$ cat config.mk
export PLATFORM = sky130hd
export DESIGN_NAME = stream_demux2_flat
export DESIGN_NICKNAME = d
export VERILOG_FILES = /design/src/rtl/stream_demux_pkg.sv /design/src/rtl/stream_demux2_if.sv /design/src/rtl/stream_slot.sv /design/src/rtl/stream_demux2.sv /design/src/flat_wrapper.sv
export SDC_FILE = /design/constraint.sdc
export NUM_CORES = 1
export LEC_CHECK = 0
export BUFFER_PORTS_ARGS = -buffer_cell sky130_fd_sc_hd__clkbuf_2
export CAP_MARGIN = 20
export CORE_MARGIN = 2
export CORE_UTILIZATION = 50
export CTS_BUF_LIST = sky130_fd_sc_hd__clkbuf_16
export CTS_CLUSTER_SIZE = 30
export DETAILED_ROUTE_END_ITERATION = 10
export GPL_ROUTABILITY_DRIVEN = 0
export PLACE_DENSITY = 0.77
export RECOVER_POWER = 100
export SYNTH_ARGS = -nofsm -noshare
export SYNTH_HDL_FRONTEND = slang
export SYNTH_SLANG_ARGS = --single-unit
$ cat constraint.sdc
create_clock -name clk -period 2.6 [get_ports clk]
set_input_delay 0.13 -clock clk [delete_from_list [all_inputs] [get_ports clk]]
set_output_delay 0.13 -clock clk [all_outputs]
set_load 0.05 [all_outputs]
$ cat src/rtl/stream_demux_pkg.sv
// Shared types and sizing for the two-way stream demultiplexer.
// STREAM_DEMUX_SKID_EN selects 2-entry output buffers with a registered din_ready.
package stream_demux_pkg;

    typedef enum logic [1:0] {
        IDLE   = 2'd0,
        LOCK_A = 2'd1,
        LOCK_B = 2'd2
    } route_state_t;

    typedef enum logic {
        CH_A = 1'b0,
        CH_B = 1'b1
    } chan_t;

`ifdef STREAM_DEMUX_SKID_EN
    localparam int SKID_DEPTH = 2;
`else
    localparam int SKID_DEPTH = 1;
`endif

endpackage

$ cat src/rtl/stream_demux2_if.sv
// Producer-side and consumer-side handshake bundle for stream_demux2.
// slave is the demux view; master is the view of whoever drives and consumes it.
interface stream_demux2_if #(
    parameter int DATA_W = 8
);
    logic [DATA_W-1:0] din;
    logic              din_valid;
    logic              din_last;
    logic              din_ready;
    logic              sel;

    logic [DATA_W-1:0] dout_A;
    logic              dout_A_valid;
    logic              dout_A_last;
    logic              dout_A_ready;

    logic [DATA_W-1:0] dout_B;
    logic              dout_B_valid;
    logic              dout_B_last;
    logic              dout_B_ready;

    modport slave (
        input  din, din_valid, din_last, sel, dout_A_ready, dout_B_ready,
        output din_ready,
        output dout_A, dout_A_valid, dout_A_last,
        output dout_B, dout_B_valid, dout_B_last
    );

    modport master (
        output din, din_valid, din_last, sel, dout_A_ready, dout_B_ready,
        input  din_ready,
        input  dout_A, dout_A_valid, dout_A_last,
        input  dout_B, dout_B_valid, dout_B_last
    );
endinterface

$ cat src/rtl/stream_slot.sv
// One output buffer of SKID_DEPTH entries (head register plus optional tail).
// With STREAM_DEMUX_SKID_EN push_ready is a pure register decode; otherwise it looks through out_ready.
module stream_slot
    import stream_demux_pkg::*;
#(
    parameter int DATA_W = 8
) (
    input  logic              clk,
    input  logic              rst_n,
    input  logic              push_valid,
    input  logic [DATA_W-1:0] push_data,
    input  logic              push_last,
    output logic              push_ready,
    output logic [DATA_W-1:0] out_data,
    output logic              out_valid,
    output logic              out_last,
    input  logic              out_ready
);

    logic [1:0]        count_q, count_d;
    logic [DATA_W-1:0] head_data_q, head_data_d;
    logic              head_last_q, head_last_d;
    logic [DATA_W-1:0] tail_data_q, tail_data_d;
    logic              tail_last_q, tail_last_d;
    logic              push;
    logic              pop;

`ifdef STREAM_DEMUX_SKID_EN
    assign push_ready = (count_q < 2'(SKID_DEPTH));
`else
    assign push_ready = (count_q == 2'd0) || out_ready;
`endif

    assign out_valid = (count_q != 2'd0);
    assign out_data  = head_data_q;
    assign out_last  = head_last_q;
    assign pop       = out_valid && out_ready;
    assign push      = push_valid && push_ready;

    always_comb begin
        count_d     = count_q;
        head_data_d = head_data_q;
        head_last_d = head_last_q;
        tail_data_d = tail_data_q;
        tail_last_d = tail_last_q;
        case ({push, pop})
            2'b10: begin
                count_d = count_q + 2'd1;
                if (count_q == 2'd0) begin
                    head_data_d = push_data;
                    head_last_d = push_last;
                end else if (SKID_DEPTH > 1) begin
                    tail_data_d = push_data;
                    tail_last_d = push_last;
                end
            end
            2'b01: begin
                count_d     = count_q - 2'd1;
                head_data_d = tail_data_q;
                head_last_d = tail_last_q;
            end
            2'b11: begin
                // Occupancy unchanged; the oldest entry leaves, the new one goes to the back.
                if (count_q == 2'd1) begin
                    head_data_d = push_data;
                    head_last_d = push_last;
                end else begin
                    head_data_d = tail_data_q;
                    head_last_d = tail_last_q;
                    if (SKID_DEPTH > 1) begin
                        tail_data_d = push_data;
                        tail_last_d = push_last;
                    end
                end
            end
            default: ;
        endcase
    end

    always_ff @(posedge clk or negedge rst_n) begin
        if (!rst_n) begin
            count_q     <= 2'd0;
            head_data_q <= '0;
            head_last_q <= 1'b0;
            tail_data_q <= '0;
            tail_last_q <= 1'b0;
        end else begin
            count_q     <= count_d;
            head_data_q <= head_data_d;
            head_last_q <= head_last_d;
            tail_data_q <= tail_data_d;
            tail_last_q <= tail_last_d;
        end
    end

endmodule

$ cat src/rtl/stream_demux2.sv
// Two-way packet demux: sel on a packet's first beat picks A or B until the last beat.
// STREAM_DEMUX_SKID_EN (see stream_slot) decouples din_ready from the consumers' ready.
module stream_demux2
    import stream_demux_pkg::*;
#(
    parameter int DATA_W = 8
) (
    input  logic            clk,
    input  logic            rst_n,
    stream_demux2_if.slave  bus
);

    route_state_t state_q, state_d;
    chan_t        route_ch;
    logic         a_push_ready;
    logic         b_push_ready;
    logic         accept;

    always_comb begin
        route_ch = chan_t'(bus.sel);
        case (state_q)
            LOCK_A:  route_ch = CH_A;
            LOCK_B:  route_ch = CH_B;
            default: ;
        endcase
    end

    assign bus.din_ready = (route_ch == CH_B) ? b_push_ready : a_push_ready;
    assign accept        = bus.din_valid && bus.din_ready;

    always_comb begin
        state_d = state_q;
        case (state_q)
            IDLE: begin
                // Single-beat packets never leave IDLE.
                if (accept && !bus.din_last)
                    state_d = (route_ch == CH_B) ? LOCK_B : LOCK_A;
            end
            LOCK_A, LOCK_B: begin
                if (accept && bus.din_last)
                    state_d = IDLE;
            end
            default: state_d = IDLE;
        endcase
    end

    always_ff @(posedge clk or negedge rst_n) begin
        if (!rst_n)
            state_q <= IDLE;
        else
            state_q <= state_d;
    end

    stream_slot #(.DATA_W(DATA_W)) u_slot_a (
        .clk        (clk),
        .rst_n      (rst_n),
        .push_valid (bus.din_valid && (route_ch == CH_A)),
        .push_data  (bus.din),
        .push_last  (bus.din_last),
        .push_ready (a_push_ready),
        .out_data   (bus.dout_A),
        .out_valid  (bus.dout_A_valid),
        .out_last   (bus.dout_A_last),
        .out_ready  (bus.dout_A_ready)
    );

    stream_slot #(.DATA_W(DATA_W)) u_slot_b (
        .clk        (clk),
        .rst_n      (rst_n),
        .push_valid (bus.din_valid && (route_ch == CH_B)),
        .push_data  (bus.din),
        .push_last  (bus.din_last),
        .push_ready (b_push_ready),
        .out_data   (bus.dout_B),
        .out_valid  (bus.dout_B_valid),
        .out_last   (bus.dout_B_last),
        .out_ready  (bus.dout_B_ready)
    );

endmodule

$ cat src/flat_wrapper.sv
// flat-port wrapper written by rule: the top's interface ports become plain ports
module stream_demux2_flat import stream_demux_pkg::*;
#(
    parameter int DATA_W = 8
)
  (clk, rst_n, bus_din, bus_din_valid, bus_din_last, bus_sel, bus_dout_A_ready, bus_dout_B_ready, bus_din_ready, bus_dout_A, bus_dout_A_valid, bus_dout_A_last, bus_dout_B, bus_dout_B_valid, bus_dout_B_last);
  stream_demux2_if #(.DATA_W(DATA_W)) bus_i ();
  input  logic clk;
  input  logic rst_n;
  input wire logic [$bits(bus_i.din)-1:0] bus_din;
  input wire logic [$bits(bus_i.din_valid)-1:0] bus_din_valid;
  input wire logic [$bits(bus_i.din_last)-1:0] bus_din_last;
  input wire logic [$bits(bus_i.sel)-1:0] bus_sel;
  input wire logic [$bits(bus_i.dout_A_ready)-1:0] bus_dout_A_ready;
  input wire logic [$bits(bus_i.dout_B_ready)-1:0] bus_dout_B_ready;
  output wire logic [$bits(bus_i.din_ready)-1:0] bus_din_ready;
  output wire logic [$bits(bus_i.dout_A)-1:0] bus_dout_A;
  output wire logic [$bits(bus_i.dout_A_valid)-1:0] bus_dout_A_valid;
  output wire logic [$bits(bus_i.dout_A_last)-1:0] bus_dout_A_last;
  output wire logic [$bits(bus_i.dout_B)-1:0] bus_dout_B;
  output wire logic [$bits(bus_i.dout_B_valid)-1:0] bus_dout_B_valid;
  output wire logic [$bits(bus_i.dout_B_last)-1:0] bus_dout_B_last;
  assign bus_i.din = bus_din;
  assign bus_i.din_valid = bus_din_valid;
  assign bus_i.din_last = bus_din_last;
  assign bus_i.sel = bus_sel;
  assign bus_i.dout_A_ready = bus_dout_A_ready;
  assign bus_i.dout_B_ready = bus_dout_B_ready;
  assign bus_din_ready = bus_i.din_ready;
  assign bus_dout_A = bus_i.dout_A;
  assign bus_dout_A_valid = bus_i.dout_A_valid;
  assign bus_dout_A_last = bus_i.dout_A_last;
  assign bus_dout_B = bus_i.dout_B;
  assign bus_dout_B_valid = bus_i.dout_B_valid;
  assign bus_dout_B_last = bus_i.dout_B_last;
  stream_demux2 #(.DATA_W(DATA_W)) u_core (.clk(clk), .rst_n(rst_n), .bus(bus_i));
endmodule
Word level (Yosys, flattened, before mapping)
Cells that the tools add are included.
{ "op_classes": {"addsub": 4, "n_mul": 0, "div": 0, "n_lt_le_gt_ge": 0, "eq_ne": 14, "shift": 0, "n_mux": 20, "bitwise_logic": 1, "reduce_logical": 25} }
{ "op_table": {"columns": ["cell", "n"], "rows": [
  ["$pmux 8 s3", 2],
  ["$mux 8", 4],
  ["$pmux 2 s2", 3],
  ["$eq 2x1->1 const B", 5],
  ["$eq 2x2->1 const B", 5],
  ["$logic_and 1x1->1", 9],
  ["$reduce_bool 2->1", 4],
  ["$logic_not 2->1", 3],
  ["$mux 2", 3],
  ["$pmux 1 s3", 2],
  ["$reduce_and 2->1", 3],
  ["$reduce_bool 3->1", 2],
  ["$mux 1", 5],
  ["$add 2x1->2 const B", 2],
  ["$ne 2x1->1 const B", 2],
  ["$ne 2x2->1 const B", 2],
  ["$sub 2x1->2 const B", 2],
  ["$logic_or 1x1->1", 2],
  ["$pmux 1 s2", 1],
  ["$reduce_or 2->1", 1],
  ["$logic_not 1->1", 1],
  ["$not 1->1", 1]
]} }
{ "totals": {"reg_bits": 24, "latch_bits": 0, "mem_bits_rw": 0, "romBits": 0, "out_inout_bits": 21, "mem_count": 0} }

Longest topological paths before layout
{ "logic_depth": {"depth_word": 8, "depth_mapped": 11, "depth_no_buf": 10} }

Modules after synthesis
A second synthesis with hierarchy kept.
{ "unflattened": {"cells_unflattened": 104, "hier_area_um2": 1217.4} }
{ "by_module_without_submodules": {"columns": ["mod", "n_inst", "cells_per_inst", "area_each_um2", "seq_area_each_um2"], "rows": [
  ["stream_slot", 2, 38, 495.5, 275.3],
  ["stream_demux2", 1, 28, 226.5, 50.0]
]} }

Worst setup path after synthesis
Ideal clock, no wire load.
{ "synth_timing": {"path_type": "register -> register", "startpoint": "register u_core.state_q[1]", "endpoint": "register u_core.state_q[0]", "setup_ns": 0.069, "t_arrival_ns": 1.921, "required_ns": 2.531, "path_slack_ns": 0.610, "path_stages_with_launch": 8, "path_buffers": 1, "synth_period_minus_slack_ns": 1.990, "path_cell_list": "dfrtp_1 > inv_1 > ha_1 > buf_6 > mux2i_1 > mux2_4 > or4_1 > nand3_1"} }
{ "synth_via": {"elab_chain_len": 7, "word_cells_on_any_way": 15} }
{ "synth_rtl": {"columns": ["item", "line", "rtl"], "rows": [
  ["start: declaration", "stream_demux2.sv:13", "route_state_t state_q, state_d;"],
  ["start signal: assignment", "stream_demux2.sv:51", "state_q <= state_d;"],
  ["$eq 2x2->1 / $eq 2x1->1 (equally long branches)", "stream_demux2.sv:21, stream_demux2.sv:33", null],
  ["$pmux 1 s2", "stream_demux2.sv:21", "case (state_q)"],
  ["$mux 1", "stream_demux2.sv:28", "assign bus.din_ready = (route_ch == CH_B) ? b_push_ready : a_push_ready;"],
  ["$logic_and 1x1->1", "stream_demux2.sv:29", "assign accept = bus.din_valid && bus.din_ready;"],
  ["$logic_and 1x1->1 (on tied branches)", "stream_demux2.sv:40, stream_demux2.sv:36", null],
  ["$ne 2x1->1 (no source line)", null, null],
  ["$reduce_and 2->1 (no source line)", null, null]
]} }
Parallel ways exist; a longest one is shown, timed or not. The select of a mux whose other input is x is not followed.
A chain may end at the register's enable or synchronous reset.

Worst setup path in the final report
{ "layout_timing": {"startpoint": "register u_core.state_q[1]", "endpoint": "register u_core.u_slot_a.head_data_q[5] (netlist: u_core.u_slot_a.out_data[5])"} }
{ "layout_via": {"elab_chain_len": 8, "word_cells_on_any_way": 13} }
{ "layout_rtl": {"columns": ["item", "line", "rtl"], "rows": [
  ["$eq 2x2->1 / $eq 2x1->1 (equally long branches)", "stream_demux2.sv:21", null],
  ["$pmux 1 s2 (*)", "stream_demux2.sv:21", null],
  ["$not 1->1 (*)", "stream_demux2.sv:57", ".push_valid (bus.din_valid && (route_ch == CH_A)),"],
  ["$logic_and 1x1->1 (*)", "stream_demux2.sv:57", null],
  ["$logic_and 1x1->1 (*)", "stream_slot.sv:38", "assign push = push_valid && push_ready;"],
  ["$eq 2x2->1 / $eq 2x1->1 (equally long branches)", "stream_slot.sv:46", "case ({push, pop})"],
  ["$ne 2x2->1 (no source line) / $reduce_bool 3->1 (equally long branches)", null, null],
  ["$reduce_and 2->1 (no source line)", null, null],
  ["end signal: assignment", "stream_slot.sv:89", "head_data_q <= head_data_d;"],
  ["end: declaration", "stream_slot.sv:21", "logic [DATA_W-1:0] head_data_q, head_data_d;"]
]} }
Every way passes the cells marked *; elsewhere a longest branch is shown, timed or not.

==> impl_results.md <==
- Clock Latency Late Sink: about 0.25 ns
- Post-DRT Antenna Nets: 0
- Final Net Count: about 200
- Die width: 54.8 um
- Post-synth cell types: 25
- WL/cell: between 10 and 15 um
- Vias: 1041
- TritonCTS Buffers: 3
- Worst path cell trace: inv_1 > ha_1 > nand2b_1 > nand4_1 > inv_1 > ha_1 > a21boi_0 > clkbuf_1 > nor2_1
- Ant diodes: 0
- Top post-synthesis cells by area: dfrtp_1 (46%), ha_1 (11%), mux2i_1 (7.7%)
- Measured slew at the worst slew-check pin: roughly 1.3 ns
- First-pass GRT wire length: 4.19 mm
- Initial Util: ~53%
- Cell family with most CP delay: buffers and inverters
- Routed wire length: roughly 2.7 mm
- Final Hold Fails: 0
- DRT iter0 DRCs: 7
- Fraction of registers with async set/reset: between 90% and 100%
- Synth Instances: between 100 and 150
- Clk sink count: 24
- Placeable core region: 2450 sq um
- Setup violations, final: 0
- Critical Path AT: around 2.4 ns
- DRC: 0
- Yosys top cell by area: dfrtp_1
- RSZ-0062 raised after global routing: no
- Yosys Warn Count: 0
- CP max-delay cell: dfrtp_1
- Die area: between 3000 and 4000 sq um
- Gr usage total: between 10% and 20%
- Root Driver: clkbuf_16
- Largest net degree at the start of global routing: 25
- Tmin final: 2.31 ns
- Port bufs: 35
- WP buf/inv: 3
- FF+latch count, synth: 24
- Dpl ws: a little under 0.4 ns
- GR Overflow Total: 0
- Initial DRT Pass Iterations: 4
- Ratio of cells with drive above 1 in the final layout: 11.8%
- Worst clock skew: roughly 0.0029 ns
- Status: completed
- # H-tree levels: 1
- # IOs: 36
- Max clock buf depth: 2
- Final Util: 64.3%
- Hold Crit Class: in -> reg
- Crit path setup slack, layout: between 0.2 and 0.3 ns
- Seq/Total Area, Yosys: about 46%
- Max Freq: roughly 430 MHz
- Initial antenna violation count: 0
- Post-synthesis area per instance: just under 10 sq um
- Setup TNS: 0 ns
- Crit. End Element: register
- Cell area after synthesis: 1290 sq um
- HPWL Detailed: a little under 2 mm
- Vias in the first global route: 971
- Post-DR vias/cell: about 5.2
- Crit path max fanout: 9
- Fin. max-slew vios: 0
- Syn_nets: about 160
- Total of max-cap violations: 0
- Post-synth EDFFs: 0
- Post-synth top flop: dfrtp_1
- Num rows: 18
- Top-area cell type share of the netlist area: between 40% and 50%
- TritonCTS clock tree: built
- # resized after CTS: 0
- Slew margin rel.: 15.1%
- Die extent in y: 54.8 um
- Period Utilization, post-route: 88.7%
- Worst path max stage delay: approximately 0.44 ns
- Area Overhead vs Synth: 22.2%
- Worst setup SP type: register
- Clk pin slew, worst setup/hold paths: 0.06 ns
- Worst Path Required: 2.72 ns
- Path type of the worst setup path: reg -> reg
-- cell type report --
| type | instances | area, sq um |
|---|---|---|
| Sequential cell | 24 | 601 |
| Timing Repair Buffer | 38 | 169 |
| Tap cell | 30 | 37.5 |
| Clock buffer | 3 | 75.1 |
| Multi-Input combinational cell | 93 | 626 |
| Inverter | 11 | 41.3 |
| Fill cell | 226 | 876 |
| Clock inverter | 1 | 30.0 |
-- stage by stage --
step | cells | hold slack (ns) | instance area, sq um
3_5_place_dp | 195 | 0.161 | 1500
2_1_floorplan | 131 | -0.166 | 1290
3_3_place_gp | 195 | 0.154 | 1500
6_report | 200 | 0.111 | 1580
4_1_cts | 200 | 0.0995 | 1610
5_1_grt | 200 | 0.108 | 1580
-- Yosys cell counts, drive strengths merged (2+ instances only) --
cell type,instances
buf,3
dfrtp,24
ha,11
inv,11
mux2,2
mux2i,10
nand2,24
nand2b,2
nand3,2
nor2,11
nor2b,2
o211ai,4
o21ai,13
xnor2,4
-- registers in the layout, summed over array words and instances (netlist names) --
| name | count |
|---|---|
| u_core.state_q | 2 |
| u_core.u_slot_a.out_last | 1 |
| u_core.u_slot_b.count_q | 2 |
| u_core.u_slot_b.out_last | 1 |
| u_core.u_slot_a.count_q | 2 |
| u_core.u_slot_a.out_data | 8 |
| u_core.u_slot_b.out_data | 8 |
-- layout by cell type (no fill, tap or decap), types with 2 or more instances in the layout --
| cell type | n |
|---|---|
| ha_1 | 11 |
| clkbuf_2 | 13 |
| o211ai_1 | 4 |
| mux2_1 | 2 |
| nand2_1 | 24 |
| clkbuf_16 | 3 |
| nor2b_1 | 2 |
| nor2_1 | 11 |
| mux2i_1 | 10 |
| dfrtp_1 | 24 |
| o21ai_0 | 13 |
| xnor2_1 | 4 |
| inv_1 | 11 |
| nand2b_1 | 2 |
| clkbuf_1 | 23 |
| nand3_1 | 2 |
-- worst paths after layout --
path	slack, ns	cells past startpoint	from	to
worst max-delay path	0.29	9	u_core.state_q[1]	u_core.u_slot_a.out_data[5]
worst min-delay path	0.11	3	bus_din[2]	u_core.u_slot_b.out_data[2]
worst max register to register	0.29	9	u_core.state_q[1]	u_core.u_slot_a.out_data[5]
worst min register to register	0.48	2	u_core.u_slot_b.out_data[6]	u_core.u_slot_b.out_data[6]
max in group asynchronous	1.17	2	rst_n	u_core.u_slot_a.count_q[0]
min in group asynchronous	0.67	2	rst_n	u_core.u_slot_a.out_data[7]
-- worst reg2reg max path, cell delays in order (launching register included) --
cell      delay, ns
dfrtp_1        0.44
inv_1          0.08
ha_1           0.37
nand2b_1       0.23
nand4_1        0.15
inv_1          0.07
ha_1           0.18
a21boi_0       0.14
clkbuf_1       0.41
nor2_1         0.11
-- cells by family (layout without fill, tap and decap cells) --
logic type               count (synthesis)  after routing  share of synthesized area, %
adder cells (fa/ha/maj)                 11             11                          10.6
flip-flops                              24             24                          46.5
multiplexers                            12             12                          9.78
buffers and inverters                   14             53                          4.84
XOR/XNOR                                 4              4                          2.71
AND/OR/NAND/NOR                         46             46                          15.3
AO/OA/AOI/OAI                           20             20                          10.3
-- repair_timing --
action,in CTS,in global routing
hold endpoints to repair,24,0
setup endpoints to repair,0,0
hold buffers,1,0
setup buffers,0,0
-- per-layer routing --
| layer | part of all wire, % | routed length, um | global-route usage (%) | up-vias |
|---|---|---|---|---|
| met3 | 5.1 | 135 | 5.19 | 7 |
| met2 | 50 | 1330 | 33.1 | 28 |
| li1 | - | - | - | 514 |
| met5 | 0 | 0 | 0 | - |
| met4 | 1.5 | 40 | 8.33 | 0 |
| met1 | 44 | 1170 | 24.2 | 492 |
Power is not shown: default switching activity piles up to over one toggle a cycle in this logic, so the estimate is an artifact.
